`config.mk`:
```
export PLATFORM = sky130hd
export DESIGN_NAME = slave_port_v3
export DESIGN_NICKNAME = d
export VERILOG_FILES = /design/src/rtl/slave_port_v3.sv
export SDC_FILE = /design/constraint.sdc
export NUM_CORES = 1
export LEC_CHECK = 0
export CORE_MARGIN = 1
export CORE_UTILIZATION = 49
export DETAILED_ROUTE_END_ITERATION = 12
export PLACE_DENSITY = 0.67
export SYNTH_ARGS = -nofsm -noshare
export SYNTH_HDL_FRONTEND = slang
export SYNTH_SLANG_ARGS = --single-unit
```
`constraint.sdc`:
```
create_clock -name clk -period 5.4 [get_ports clk]
set_input_delay 1.35 -clock clk [delete_from_list [all_inputs] [get_ports clk]]
set_output_delay 1.35 -clock clk [all_outputs]
set_load 0.01 [all_outputs]
```
`src/rtl/slave_port_v3.sv`:
```
// Bit-serial memory-mapped bus slave: MSB-first address/data frames, range-checked word memory.
// Optional even-parity on write data and read beats is built when SLAVE_PORT_PARITY_EN is defined.
module slave_port_v3 #(
    parameter int          ADDR_WIDTH = 16,
    parameter int          DATA_WIDTH = 8,
    parameter int          MEM_DEPTH  = 64,
    parameter int unsigned BASE_ADDR  = 32'h0100
) (
    input  logic clk,
    input  logic rst,
    input  logic mode,
    input  logic wr_bus,
    input  logic master_valid,
    input  logic master_ready,
    output logic rd_bus,
    output logic slave_ready,
    output logic slave_valid,
    output logic slave_err
);

`ifdef SLAVE_PORT_PARITY_EN
    localparam int PAR_W = 1;
`else
    localparam int PAR_W = 0;
`endif
    localparam int SH_W  = DATA_WIDTH + PAR_W;
    localparam int MAX_W = (ADDR_WIDTH > DATA_WIDTH) ? ADDR_WIDTH : DATA_WIDTH;
    localparam int CNT_W = $clog2(MAX_W + 2);
    localparam int IDX_W = $clog2(MEM_DEPTH);

    localparam logic [ADDR_WIDTH:0] BASE_EXT  = (ADDR_WIDTH + 1)'(BASE_ADDR);
    localparam logic [ADDR_WIDTH:0] DEPTH_EXT = (ADDR_WIDTH + 1)'(MEM_DEPTH);
    localparam logic [CNT_W-1:0]    LAST_A    = CNT_W'(ADDR_WIDTH - 1);
    localparam logic [CNT_W-1:0]    LAST_D    = CNT_W'(DATA_WIDTH - 1);
    localparam logic [CNT_W-1:0]    LAST_S    = CNT_W'(SH_W - 1);

    typedef enum logic [2:0] {
        S_IDLE,
        S_ADDR,
        S_WDATA,
`ifdef SLAVE_PORT_PARITY_EN
        S_WPAR,
`endif
        S_WRITE,
        S_READ,
        S_SEND
    } state_t;

    state_t                 state_q, state_d;
    logic [CNT_W-1:0]       cnt_q, cnt_d;
    logic [ADDR_WIDTH-1:0]  addr_q, addr_d;
    logic [SH_W-1:0]        shift_q, shift_d;
    logic                   slave_ready_q, slave_ready_d;
    logic                   slave_valid_q, slave_valid_d;
    logic                   slave_err_q, slave_err_d;
    logic [DATA_WIDTH-1:0]  mem [MEM_DEPTH];

    // Subtraction is one bit wider than the address so addresses below the base never wrap into range.
    function automatic logic in_range(input logic [ADDR_WIDTH-1:0] a);
        logic [ADDR_WIDTH:0] diff;
        diff = {1'b0, a} - BASE_EXT;
        return ({1'b0, a} >= BASE_EXT) && (diff < DEPTH_EXT);
    endfunction

    function automatic logic [IDX_W-1:0] mem_idx(input logic [ADDR_WIDTH-1:0] a);
        logic [ADDR_WIDTH:0] diff;
        diff = {1'b0, a} - BASE_EXT;
        return IDX_W'(diff);
    endfunction

    function automatic logic [SH_W-1:0] load_word(input logic [DATA_WIDTH-1:0] w);
`ifdef SLAVE_PORT_PARITY_EN
        return {w, ^w};
`else
        return w;
`endif
    endfunction

    always_comb begin
        state_d     = state_q;
        cnt_d       = cnt_q;
        addr_d      = addr_q;
        shift_d     = shift_q;
        slave_err_d = 1'b0;
        unique case (state_q)
            S_IDLE: begin
                cnt_d = '0;
                if (master_valid) state_d = S_ADDR;
            end
            S_ADDR: begin
                if (!master_valid) begin
                    state_d = S_IDLE;
                    cnt_d   = '0;
                end else begin
                    addr_d = {addr_q[ADDR_WIDTH-2:0], wr_bus};
                    if (cnt_q == LAST_A) begin
                        cnt_d = '0;
                        if (mode) begin
                            state_d = S_WDATA;
                        end else begin
                            state_d     = S_READ;
                            slave_err_d = !in_range(addr_d);
                        end
                    end else begin
                        cnt_d = cnt_q + 1'b1;
                    end
                end
            end
            S_WDATA: begin
                if (!master_valid) begin
                    state_d = S_IDLE;
                    cnt_d   = '0;
                end else begin
                    shift_d = {shift_q[SH_W-2:0], wr_bus};
                    if (cnt_q == LAST_D) begin
                        cnt_d = '0;
`ifdef SLAVE_PORT_PARITY_EN
                        state_d = S_WPAR;
`else
                        state_d     = S_WRITE;
                        slave_err_d = !in_range(addr_q);
`endif
                    end else begin
                        cnt_d = cnt_q + 1'b1;
                    end
                end
            end
`ifdef SLAVE_PORT_PARITY_EN
            S_WPAR: begin
                cnt_d = '0;
                if (!master_valid) begin
                    state_d = S_IDLE;
                end else begin
                    state_d     = S_WRITE;
                    slave_err_d = !in_range(addr_q) || (wr_bus != ^shift_q[DATA_WIDTH-1:0]);
                end
            end
`endif
            S_WRITE: begin
                state_d = S_IDLE;
                cnt_d   = '0;
            end
            // slave_err_q was set on entry to READ exactly when the address is out of range.
            S_READ: begin
                cnt_d = '0;
                if (slave_err_q) begin
                    state_d = S_IDLE;
                end else begin
                    state_d = S_SEND;
                    shift_d = load_word(mem[mem_idx(addr_q)]);
                end
            end
            S_SEND: begin
                if (master_ready) begin
                    shift_d = {shift_q[SH_W-2:0], 1'b0};
                    if (cnt_q == LAST_S) begin
                        state_d = S_IDLE;
                        cnt_d   = '0;
                    end else begin
                        cnt_d = cnt_q + 1'b1;
                    end
                end
            end
            default: begin
                state_d = S_IDLE;
                cnt_d   = '0;
            end
        endcase
        slave_ready_d = (state_d == S_ADDR) || (state_d == S_WDATA)
`ifdef SLAVE_PORT_PARITY_EN
                        || (state_d == S_WPAR)
`endif
                        ;
        slave_valid_d = (state_d == S_SEND);
    end

    always_ff @(posedge clk) begin
        if (rst) begin
            state_q       <= S_IDLE;
            cnt_q         <= '0;
            addr_q        <= '0;
            shift_q       <= '0;
            slave_ready_q <= 1'b0;
            slave_valid_q <= 1'b0;
            slave_err_q   <= 1'b0;
        end else begin
            state_q       <= state_d;
            cnt_q         <= cnt_d;
            addr_q        <= addr_d;
            shift_q       <= shift_d;
            slave_ready_q <= slave_ready_d;
            slave_valid_q <= slave_valid_d;
            slave_err_q   <= slave_err_d;
        end
    end

    // A WRITE cycle flagged with an error (range or parity) leaves memory untouched.
    always_ff @(posedge clk) begin
        if (!rst && state_q == S_WRITE && !slave_err_q)
            mem[mem_idx(addr_q)] <= shift_q[DATA_WIDTH-1:0];
    end

    assign slave_ready = slave_ready_q;
    assign slave_valid = slave_valid_q;
    assign slave_err   = slave_err_q;
    assign rd_bus      = slave_valid_q & shift_q[SH_W-1];

endmodule
```
---- Word level (Yosys, flattened, before mapping) ----
Memory sizes are Yosys's and may differ from the RTL's.
Index checks and enable logic that the tools add are counted.
operators by class
  order comparisons ....................... 4
  multiply operators ...................... 0
  shift operators ......................... 0
  equal/unequal tests ..................... 13
  muxes and demuxes ....................... 28
  add/sub/neg operators ................... 3
  reductions and logical operators ........ 13
  bitwise logic cells ..................... 1
  divide/modulo/power cells ............... 0
operators by type and width
  kind                                                                                   count
  17-bit by 7-bit less-than comparator with 1-bit output (second input constant)         2
  16-bit by 9-bit subtractor with 17-bit output (second input constant)                  2
  16-bit by 9-bit greater-or-equal comparator with 1-bit output (second input constant)  2
  3-bit 2-to-1 mux                                                                       9
  5-bit 2-to-1 mux                                                                       5
  8-bit 2-to-1 mux                                                                       3
  8-bit case mux with 3 select lines                                                     1
  3-bit case mux with 5 select lines                                                     1
  5-bit case mux with 3 select lines                                                     1
  3-bit by 2-bit equality test with 1-bit output (second input constant)                 3
  3-bit equality test (second input constant)                                            3
  1-bit 2-to-1 mux                                                                       7
  3-bit by 1-bit equality test with 1-bit output (second input constant)                 2
  2-bit != test (second input constant)                                                  3
  5-bit by 1-bit adder with 5-bit output (second input constant)                         1
  5-bit by 3-bit equality test with 1-bit output (second input constant)                 1
  5-bit by 4-bit equality test with 1-bit output (second input constant)                 1
  1-bit logical AND                                                                      4
  1-bit zero test                                                                        4
  4-bit AND reduction                                                                    1
  3-bit zero test                                                                        1
  3-bit nonzero test                                                                     1
  1-bit case mux with 2 select lines                                                     1
  2-bit AND reduction                                                                    1
  2 further kinds                                                                        2
word-level totals
  logic and storage cells ................. 70
  register bits ........................... 35
  bits in writable memories ............... 512
  bits of input ports ..................... 6
  memories kept ........................... 1
  latch bits .............................. 0
  ROM bits ................................ 0
  output and inout bits ................... 4
memories
  memory  depth  bits a word  rd ports  clocked after memory_dff  write ports  RTL line  source
  mem     64     8            1         0                         1            56        logic [DATA_WIDTH-1:0] mem [MEM_DEPTH];

---- Logic depth before layout (Yosys ltp) ----
Gate-level depths: netlist (run 1).
  word-level depth ........................ 8
  gate-level depth with buffers ........... 10
  gate-level depth less buffers ........... 8

---- Least setup slack after synthesis (run 1) ----
No wires, ideal clock.
  path type ............................... in2reg
  start point ............................. input port rst
  end point ............................... memory mem[57][0] (enable)
  buffers on the path ..................... 1
  arrival time ............................ 2506 ps
  cell stages on the path ................. 6
  path slack .............................. 2523 ps
  data required time ...................... 5029 ps
  path through ............................ buf_2 -> nor3_1 -> nand2_1 -> nor2_1 -> nand2_1 -> nor2_1
between the ends
  word-level cells in the longest chain between the ends .. 5
RTL lines
  item                                    RTL line  source
  start: declaration                      10        input logic rst,
  1-bit zero test                         199       if (!rst && state_q == S_WRITE && !slave_err_q)
  1-bit logical AND (2 in series)         199
  1-bit 2-to-1 mux                        199
  1-bit 2-to-1 mux (implied by the code)  200       mem[mem_idx(addr_q)] <= shift_q[DATA_WIDTH-1:0];
  end: declaration                        56
No other way between the ends.

---- Worst setup path after layout (run 1) ----
  start point ............................. input port rst
  end point ............................... memory mem[17][4] (enable)
Same word-level chain as after synthesis.

==> reports/results.txt, run 1 <==
Post-synthesis compound-gate area fraction - 8.27%
RSZ-0062 raised after global routing - no
Die area - 45400 µm²
# rows - 76
Max-slew violations - 0
Register area - 16100 µm²
WHS - 461 ps
Setup-failing EPs final - 0
Pleak - 7.78 nW
Status - complete, no violations
Dominant cells by area after synthesis - edfxtp_1 70%, mux4_2 5.3%, dfxtp_1 3.2%
Layout area overhead - 10.3%
Syn avg cell area - 16.6 µm²
Main synth FF type - edfxtp_1
H-tree depth - 2
Hold WC Path Type - reg2reg
Post-CTS Setup Inserts - 0
Placed Cells - 1841
Initial DRT Pass Iterations - 6
Cells after Synth - 1313
Syn Nets - 1327
Worst R2R Setup Slack - 1910 ps
Sequential area share after synthesis - 73.7%
WP data required - 5630 ps
Crit path kind - in2reg
IO buf count - 9
Die Ht - 213 µm
Final setup margin - 1790 ps
Pre-CTS setup slack - 1280 ps
Final WL - 58000 µm
Number of flops mapped to enable cells by yosys - 512
Clk slew on worst S/H paths - 60 ps
Tmin final - 3610 ps
Proportion of synthesized area in mux cells - 9.04%
Placed inst area - 22400 µm²
CP max FO - 8
Global-route usage over all layers - 26.4%
WP data arrival - 3840 ps
Final nets - 1326
Synth Warn # - 0
CORE AREA - 43500 µm²
Final Hold Fails - 0
Multi-input logic area - 5250 µm²
Slew margin rel. - 30.4%
Synthesized cell area - 21800 µm²
Post-DP HPWL - 33800 µm
Die Span X - 213 µm
Final setup TNS - 0 ps
Met3 Routed Length - 6230 µm
Post-CTS Hold Fix Bufs - 0
Starting density of the core - 50.2%
Reg-to-reg startpoint - addr_q[0]
Via Count - 12600
Vias in the first global route - 12200
Clk sink count - 547
Starting DRT DRC Count - 2041
WL/cell - 29.9 µm
Synth cell types - 76
Worst Skew - 23.8 ps
Finished Core Util - 55.4%
Worst Hold Path EP - addr_q[15]
IR drop worst, VDD - 250 µV
ANT nets after route - 0
First-pass GRT wire length - 84300 µm
Met1 WL - 22400 µm
Clk_lat worst skew - 610 ps
Startpoint types - input port
TritonCTS Buffers - 54
TritonCTS clock tree - yes
Area share of and/or/nand/nor cells after synthesis - 6.04%
CTS resizes - 0
Antenna violations before repair - 0
Yosys top cell by area - edfxtp_1
FFs w/ async S/R, synth - 0%
Fin cells - 1940
Hold Crit Start - addr_q[15]
Reg-to-Reg End - mem[17][4]
Largest net degree at the start of global routing - 86
Hold depth - 2
Crit end category - register
DR vias/cell - 6.48
Filler instances - 3378
F_max - 277 MHz
R2R cell count - 3
Most common cell after layout, fill and taps aside - edfxtp_1
Layout cells sized above 1 - 13.5%
MaxCap Viol Count - 0
Post-synthesis xor/xnor area fraction - 0.201%
Tcrit/Tclk final - 66.8%
Post-route design area - 24100 µm²
Worst-Margin Slew - 1040 ps
Met2 WL post-DR - 26800 µm
Adder-Cell Fraction of Synth Area - 0.459%
Residual DRC - 0
Synthesized flop and latch total - 547
Remaining Overflow, GRT - 0
Root Buffer - clkbuf_16
N_diodes - 0
Largest family of logic cells by synthesized area - multiplexers
# IOs - 10
Max Used Layer - met4
RD Place Congestion - 0.923
PD cells - 347 nW/µm²
Most frequent cells in the layout - 512 x edfxtp_1, 113 x nor2_1, 72 x nand2_1, 70 x mux2i_1
CTS Buffer Depth - 3
Yosys top cell area share - 70.5%
Total power draw - 8.36 mW
-- routing by layer --
| metal | up-vias | GRT usage, % |
|---|---|---|
| li1 | 5264 | - |
| met1 | 6312 | 36.9 |
| met2 | 827 | 40.5 |
| met3 | 159 | 5.35 |
| met4 | 0 | 10.9 |
| met5 | - | 0 |
-- kinds of logic after synthesis --
| kind of cell | after synthesis |
|---|---|
| flops | 547 |
| simple gates | 280 |
| compound gates | 249 |
| mux | 132 |
| buf+inv | 92 |
| fa+ha+maj | 8 |
| xor+xnor | 5 |
-- how the worst max path moves through the flow --
stage | from | endpoint | slack (ps)
after floorplan | rst | mem[57][0] | 2520
after global placement | rst | mem[3][1] | 1340
after detailed placement | rst | mem[41][7] | 1280
after CTS | rst | mem[41][3] | 1880
after global routing | rst | mem[25][4] | 1710
final | rst | mem[17][4] | 1790
-- synth_stat cells, drive strengths merged (5+ instances only) --
cell and instances:
a22oi 21, nand2b 8, mux4 51, clkbuf 25, buf 57, a221oi 58
mux2 11, o22ai 28, ha 8, mux2i 70, nor2b 7, inv 9
dfxtp 35, edfxtp 512, nor3 18, and2 6, a211oi 6, nand2 72
nor2 116, a21oi 45, o21a 5, a31oi 9, a22o 15, o21ai 29
nand3 12
-- power breakdown --
part	internal, mW	leakage [nW]	total [mW]	switching (mW)
logic	0.0302	1.45	0.0826	0.0524
clock network	2.12	0.843	3.71	1.59
registers	4.56	5.48	4.56	0.00580
total	6.71	7.78	8.36	1.65
-- flip-flops by register name (all words and copies together) (netlist names) --
| name | flops |
|---|---|
| shift_q | 8 |
| cnt_q | 5 |
| slave_err | 1 |
| addr_q | 16 |
| state_q | 3 |
| slave_valid | 1 |
| mem | 512 |
| slave_ready | 1 |
-- worst max-delay path: stages --
cell	delay, ps
clkdlybuf4s50_1	430
nor3_1	210
nand2_1	170
nor2_1	270
nand2_1	570
nor2_1	830
-- layout make-up --
class	count	area share (%)
Sequential cell	547	66.9
Multi-Input combinational cell	674	21.8
Clock buffer	68	5.96
Tap cell	585	3.04
Clock inverter	31	1.21
Timing Repair Buffer	25	0.925
Inverter	10	0.156
No activity file was read; power rests on OpenSTA's default activity.
==> inputs of run 2 (changes only) <==
Settings changed: PLACE_DENSITY 0.67 to 0.7.
Clock period 5.4 ns to 3.1 ns, I/O delays scaled along.
==> run 2 against run 1 <==
  * Utilization increased by 2.1 points
  * Register-to-register slack got worse by 1600 ps
  * Via count increased by 4.1%
  * Critical endpoint is now shift_q[4]
==> reports/results.txt, run 2 (same netlist as run 1, synthesis figures left out) <==
Status - complete, no violations
Startpoint types - register
Die area - 45400 µm² (unchanged)
CP Buf/Inv Count - 2 (+1)
CTS Buffer Depth - 3 (unchanged)
Vias in the first global route - 12800 (+4.8%)
DR vias/cell - 6.35 (-2.0%)
First-pass GRT wire length - 82800 µm (-1.8%)
Clk sink count - 547 (unchanged)
Reg-to-reg startpoint - addr_q[2]
Critical Path Source - addr_q[2]
TritonCTS Buffers - 53 (-1.9%)
Hold WC Path Type - reg2reg
Crit path kind - reg2reg
MaxCap Viol Count - 0 (unchanged)
Slew margin rel. - 22.0% (-8.3 points)
Worst-Margin Slew - 1170 ps (+122 ps)
Tmin final - 2780 ps
Final nets - 1445 (+9.0%)
Final Hold Fails - 0 (unchanged)
H-tree depth - 2 (unchanged)
Crit path to - shift_q[4]
Worst R2R Setup Slack - 320 ps (-1590 ps)
Biggest register - mem
Antenna violations before repair - 1 (+1)
Via Count - 13100 (+4.1%)
Clk slew on worst S/H paths - 60 ps (about the same)
Setup-failing EPs final - 0 (unchanged)
CP peak stage delay - 530 ps (-300 ps)
Pleak - 8.40 nW (+8.0%)
RSZ-0062 raised after global routing - no
R2R cell count - 7 (+4)
CTS resizes - 0 (unchanged)
WP data arrival - 3260 ps (-580 ps)
Largest regs - mem (512), addr_q (16), shift_q (8)
Max-slew violations - 0 (unchanged)
Residual DRC - 0 (unchanged)
CP max FO - 15 (+7)
WP data required - 3580 ps (-2050 ps)
Root Buffer - clkbuf_16
PD cells - 580 nW/µm² (+67%)
Post-CTS Setup Inserts - 0 (unchanged)
CORE AREA - 43500 µm² (unchanged)
Clk_lat worst skew - 610 ps (about the same)
Max FFs per register - 512 (unchanged)
Placed inst area - 23300 µm² (+4.1%)
Critical path cell sequence - clkinv_1 > buf_4 > a31oi_1 > o21ai_0 > o21ai_0 > nand4_1 > o31a_1
Post-route design area - 25000 µm² (+3.7%)
# rows - 76 (unchanged)
Crit end category - register
# IOs - 10 (unchanged)
Global-route usage over all layers - 25.3% (-1.1 points)
Layout cells sized above 1 - 20.6% (+7.1 points)
IR drop worst, VDD - 425 µV (+70%)
Starting DRT DRC Count - 1799 (-12%)
Delay-heaviest family, CP - compound AO/OA/AOI/OAI gates
Post-DP HPWL - 35500 µm (+5.0%)
Tcrit/Tclk final - 89.6%
Post-CTS Hold Fix Bufs - 0 (unchanged)
Final setup TNS - 0 ps (unchanged)
N_diodes - 0 (unchanged)
Worst Skew - 20.0 ps (-3.79 ps)
Die Ht - 213 µm (unchanged)
WL/cell - 27.4 µm (-8.4%)
WHS - 461 ps (-0.144 ps)
TritonCTS clock tree - yes
IO buf count - 9 (unchanged)
Most frequent cells in the layout - 512 x edfxtp_1, 133 x buf_4, 113 x nor2_1, 72 x nand2_1, 70 x mux2i_1
Filler instances - 3312 (-2.0%)
Most common cell after layout, fill and taps aside - edfxtp_1
Initial DRT Pass Iterations - 5 (-1)
Remaining Overflow, GRT - 0 (unchanged)
Layout area overhead - 14.5%
Final WL - 56500 µm (-2.7%)
Crit. path cell count - 7 (+1)
Die Span X - 213 µm (unchanged)
Starting density of the core - 50.2% (unchanged)
RD Place Congestion - 0.931 (+0.87%)
F_max - 360 MHz
Cell repeated most along the worst path - o21ai_0
Max stage delay cell, worst path - dfxtp_4
Reg-to-Reg End - shift_q[4]
ANT nets after route - 0 (unchanged)
Largest net degree at the start of global routing - 67 (-22%)
run 2: tightest hold or removal path, delay by kind of cell (launching register included):
family           cells  cell delay [ps]
AO/OA/AOI/OAI        1               50
AND/OR/NAND/NOR      1               50
flip-flops           1              310
run 2: how the worst min path moves through the flow:
stage / start / to / slack, ps / depth (start not counted)
finish: addr_q[15] / addr_q[15] / 460 / 2
global route: addr_q[15] / addr_q[15] / 480 / 2
CTS: addr_q[15] / addr_q[15] / 470 / 2
detailed placement: addr_q[15] / addr_q[15] / 460 / 2
global placement: addr_q[15] / addr_q[15] / 450 / 2
floorplan: addr_q[15] / addr_q[15] / 430 / 2
run 2: layer usage:
metal,routed length [µm],vias to the layer above,global-route usage [%],part of all wire [%]
met4,2270,2,9.82,4.0
met5,13,-,0,0.023
met2,26000,834,39.3,46
li1,-,5496,-,-
met3,5870,157,6.02,10
met1,22300,6592,34.5,39
run 2: power by group:
group	switching (mW)	internal, mW	leakage (nW)
logic	0.0934	0.0580	2.08
clock network	2.74	3.64	0.835
registers	0.0113	7.94	5.48
run 2: stage by stage:
stage / utilization, % / setup WS [ps] / total power [mW] / instances
floorplan: - / 798 / 8.21 / 1313
global placement: 53.5 / 275 / 8.26 / 1961
detailed placement: 53.5 / 262 / 8.26 / 1961
CTS: 57.5 / 313 / 14.6 / 2061
global route: 57.5 / 219 / 14.8 / 2061
finish: 57.5 / 321 / 14.5 / 2061
run 2: area by class of cell:
class	count	area, µm²	share of cell area, %
clock inverters	40	363	1.45
clock buffers	60	1350	5.42
well taps	585	732	2.93
repair buffers	145	1150	4.60
multi-input cells	674	5250	21.0
inverters	10	37.5	0.150
flip-flops and latches	547	16100	64.5
==> inputs of run 3 (changes only) <==
Settings changed: PLACE_DENSITY 0.7 to 0.67.
==> run 3 against run 2 <==
  * Sequential cell count is the same
  * Clock skew is essentially flat
  * Critical path depth shrank 3
  * Sequential power is essentially flat
  * Routed wire length grew 2.5%
  * Total power grew 2.3%
  * Clock power grew 5.2%
  * Largest cell class unchanged
  * Largest power group unchanged
==> reports/results.txt, run 3 (same netlist as run 1, synthesis figures left out) <==
Status - complete, no violations
Worst-Margin Slew - 1150 ps (-19.1 ps)
Layout cells sized above 1 - 20.9% (+0.30 points)
Die Ht - 213 µm (unchanged)
F_max - 339 MHz (-5.8%)
R2R cell count - 4 (-3)
WL/cell - 28.0 µm (+2.4%)
Max-slew violations - 0 (unchanged)
Post-DP HPWL - 36400 µm (+2.6%)
Most common cell after layout, fill and taps aside - edfxtp_1
Initial DRT Pass Iterations - 6 (+1)
RSZ-0062 raised after global routing - no
CP max FO - 28 (+13)
Biggest register - mem
Pleak - 8.47 nW (+0.89%)
CP Buf/Inv Count - 1 (-1)
Startpoint types - register
Starting density of the core - 50.2% (unchanged)
Post-CTS Hold Fix Bufs - 0 (unchanged)
Setup-failing EPs final - 0 (unchanged)
Residual DRC - 0 (unchanged)
ANT nets after route - 0 (unchanged)
Max FFs per register - 512 (unchanged)
Worst Hold Path EP - addr_q[15]
CTS Buffer Depth - 3 (unchanged)
Crit end category - register
WHS - 468 ps (+7.06 ps)
Hold Crit Start - addr_q[15]
Slew margin rel. - 22.9% (+0.87 points)
Most frequent cells in the layout - 512 x edfxtp_1, 129 x buf_4, 113 x nor2_1, 72 x nand2_1, 70 x mux2i_1
Die area - 45400 µm² (unchanged)
Global-route usage over all layers - 26.4% (+1.1 points)
Delay-heaviest family, CP - simple AND/OR/NAND/NOR gates
First-pass GRT wire length - 85400 µm (+3.3%)
Final Hold Fails - 0 (unchanged)
Crit path kind - reg2reg
IO buf count - 9 (unchanged)
WP data arrival - 3260 ps (about the same)
Reg-to-reg startpoint - addr_q[0]
CORE AREA - 43500 µm² (unchanged)
Hold depth - 2 (unchanged)
Worst R2R Setup Slack - 150 ps (-170 ps)
Post-CTS Setup Inserts - 0 (unchanged)
Starting DRT DRC Count - 1732 (-3.7%)
MaxCap Viol Count - 0 (unchanged)
Hold WC Path Type - reg2reg
CTS resizes - 0 (unchanged)
H-tree depth - 2 (unchanged)
Tcrit/Tclk final - 95.2% (+5.6 points)
Critical path cell sequence - nor2_4 > nand2_1 > nor2_1 > buf_4
Clk_lat worst skew - 620 ps (about the same)
Final setup TNS - 0 ps (unchanged)
Tmin final - 2950 ps (+172 ps)
TritonCTS clock tree - yes
Max stage delay cell, worst path - nor2_4
Worst Skew - 19.6 ps (-0.380 ps)
Layout area overhead - 15.2%
Root Buffer - clkbuf_16
# rows - 76 (unchanged)
Clk sink count - 547 (unchanged)
IR drop worst, VDD - 431 µV (+1.4%)
Final WL - 57900 µm (+2.5%)
Clk slew on worst S/H paths - 60 ps (about the same)
DR vias/cell - 6.27 (-1.2%)
TritonCTS Buffers - 54 (+1.9%)
Antenna violations before repair - 1 (unchanged)
Largest regs - mem (512), addr_q (16), shift_q (8)
PD cells - 590 nW/µm² (+1.7%)
Reg-to-Reg End - mem[16][4]
Final nets - 1447 (+0.14%)
Via Count - 12900 (-1.1%)
Die Span X - 213 µm (unchanged)
Largest net degree at the start of global routing - 67 (unchanged)
N_diodes - 0 (unchanged)
CP peak stage delay - 840 ps (+310 ps)
RD Place Congestion - 0.944 (+1.3%)
# IOs - 10 (unchanged)
WP data required - 3410 ps (-170 ps)
Vias in the first global route - 12800 (-0.062%)
Remaining Overflow, GRT - 0 (unchanged)
## run 3: cell types whose count changed in the layout (fill, tap and decap cells not counted), moves of 2 or more
cell       delta
clkbuf_1      +5
clkinv_2      -2
buf_12        +5
bufinv_16     +2
clkbuf_8      +2
buf_4         -4
clkinv_1      -7
## run 3: area by class of cell
| class | count | area, µm² |
|---|---|---|
| fill | 3300 | 18300 |
| inverter | 10 | 37.5 |
| sequential | 547 | 16100 |
| clock inverter | 34 | 388 |
| tap | 585 | 732 |
| timing repair buffer | 146 | 1220 |
| clock buffer | 68 | 1420 |
| multi-input combinational | 674 | 5250 |
## run 3: per-stage QoR
step	power, mW	util (%)	std cells	worst slack, ps	cell area (µm²)
after detailed placement	8.27	53.7	1962	-22.9	23300
after global placement	8.27	53.7	1962	-10.2	23300
after global routing	15.2	57.9	2064	166	25100
final	14.8	57.9	2064	149	25100
after floorplan	8.21	-	1313	798	21800
after CTS	14.9	57.9	2064	232	25100
## run 3: tightest hold or removal path, stage by stage, from the launching register on
cell	delay [ps]
dfxtp_1	310
nand2_1	60
a21oi_1	60
## run 3: power by group
group | switching, mW | internal, mW
Clock | 2.79 | 3.92
Sequential | 0.0119 | 7.95
Combinational | 0.0937 | 0.0619
## run 3: how the worst max path moves through the flow
stage	from	end	slack (ps)	depth (start not counted)
floorplan	rst	mem[57][0]	800	6
detailed placement	rst	mem[30][3]	-20	7
CTS	addr_q[0]	mem[16][0]	230	4
global route	addr_q[0]	shift_q[4]	170	7
global placement	rst	mem[30][3]	-10	7
finish	addr_q[0]	mem[16][4]	150	4
## run 3: routing by layer
layer / share of wire [%] / GRT usage, % / vias up
li1: - / - / 5502
met5: 0 / 0 / -
met3: 10 / 5.87 / 166
met4: 4.3 / 11.0 / 0
met2: 46 / 40.9 / 743
met1: 39 / 36.3 / 6532
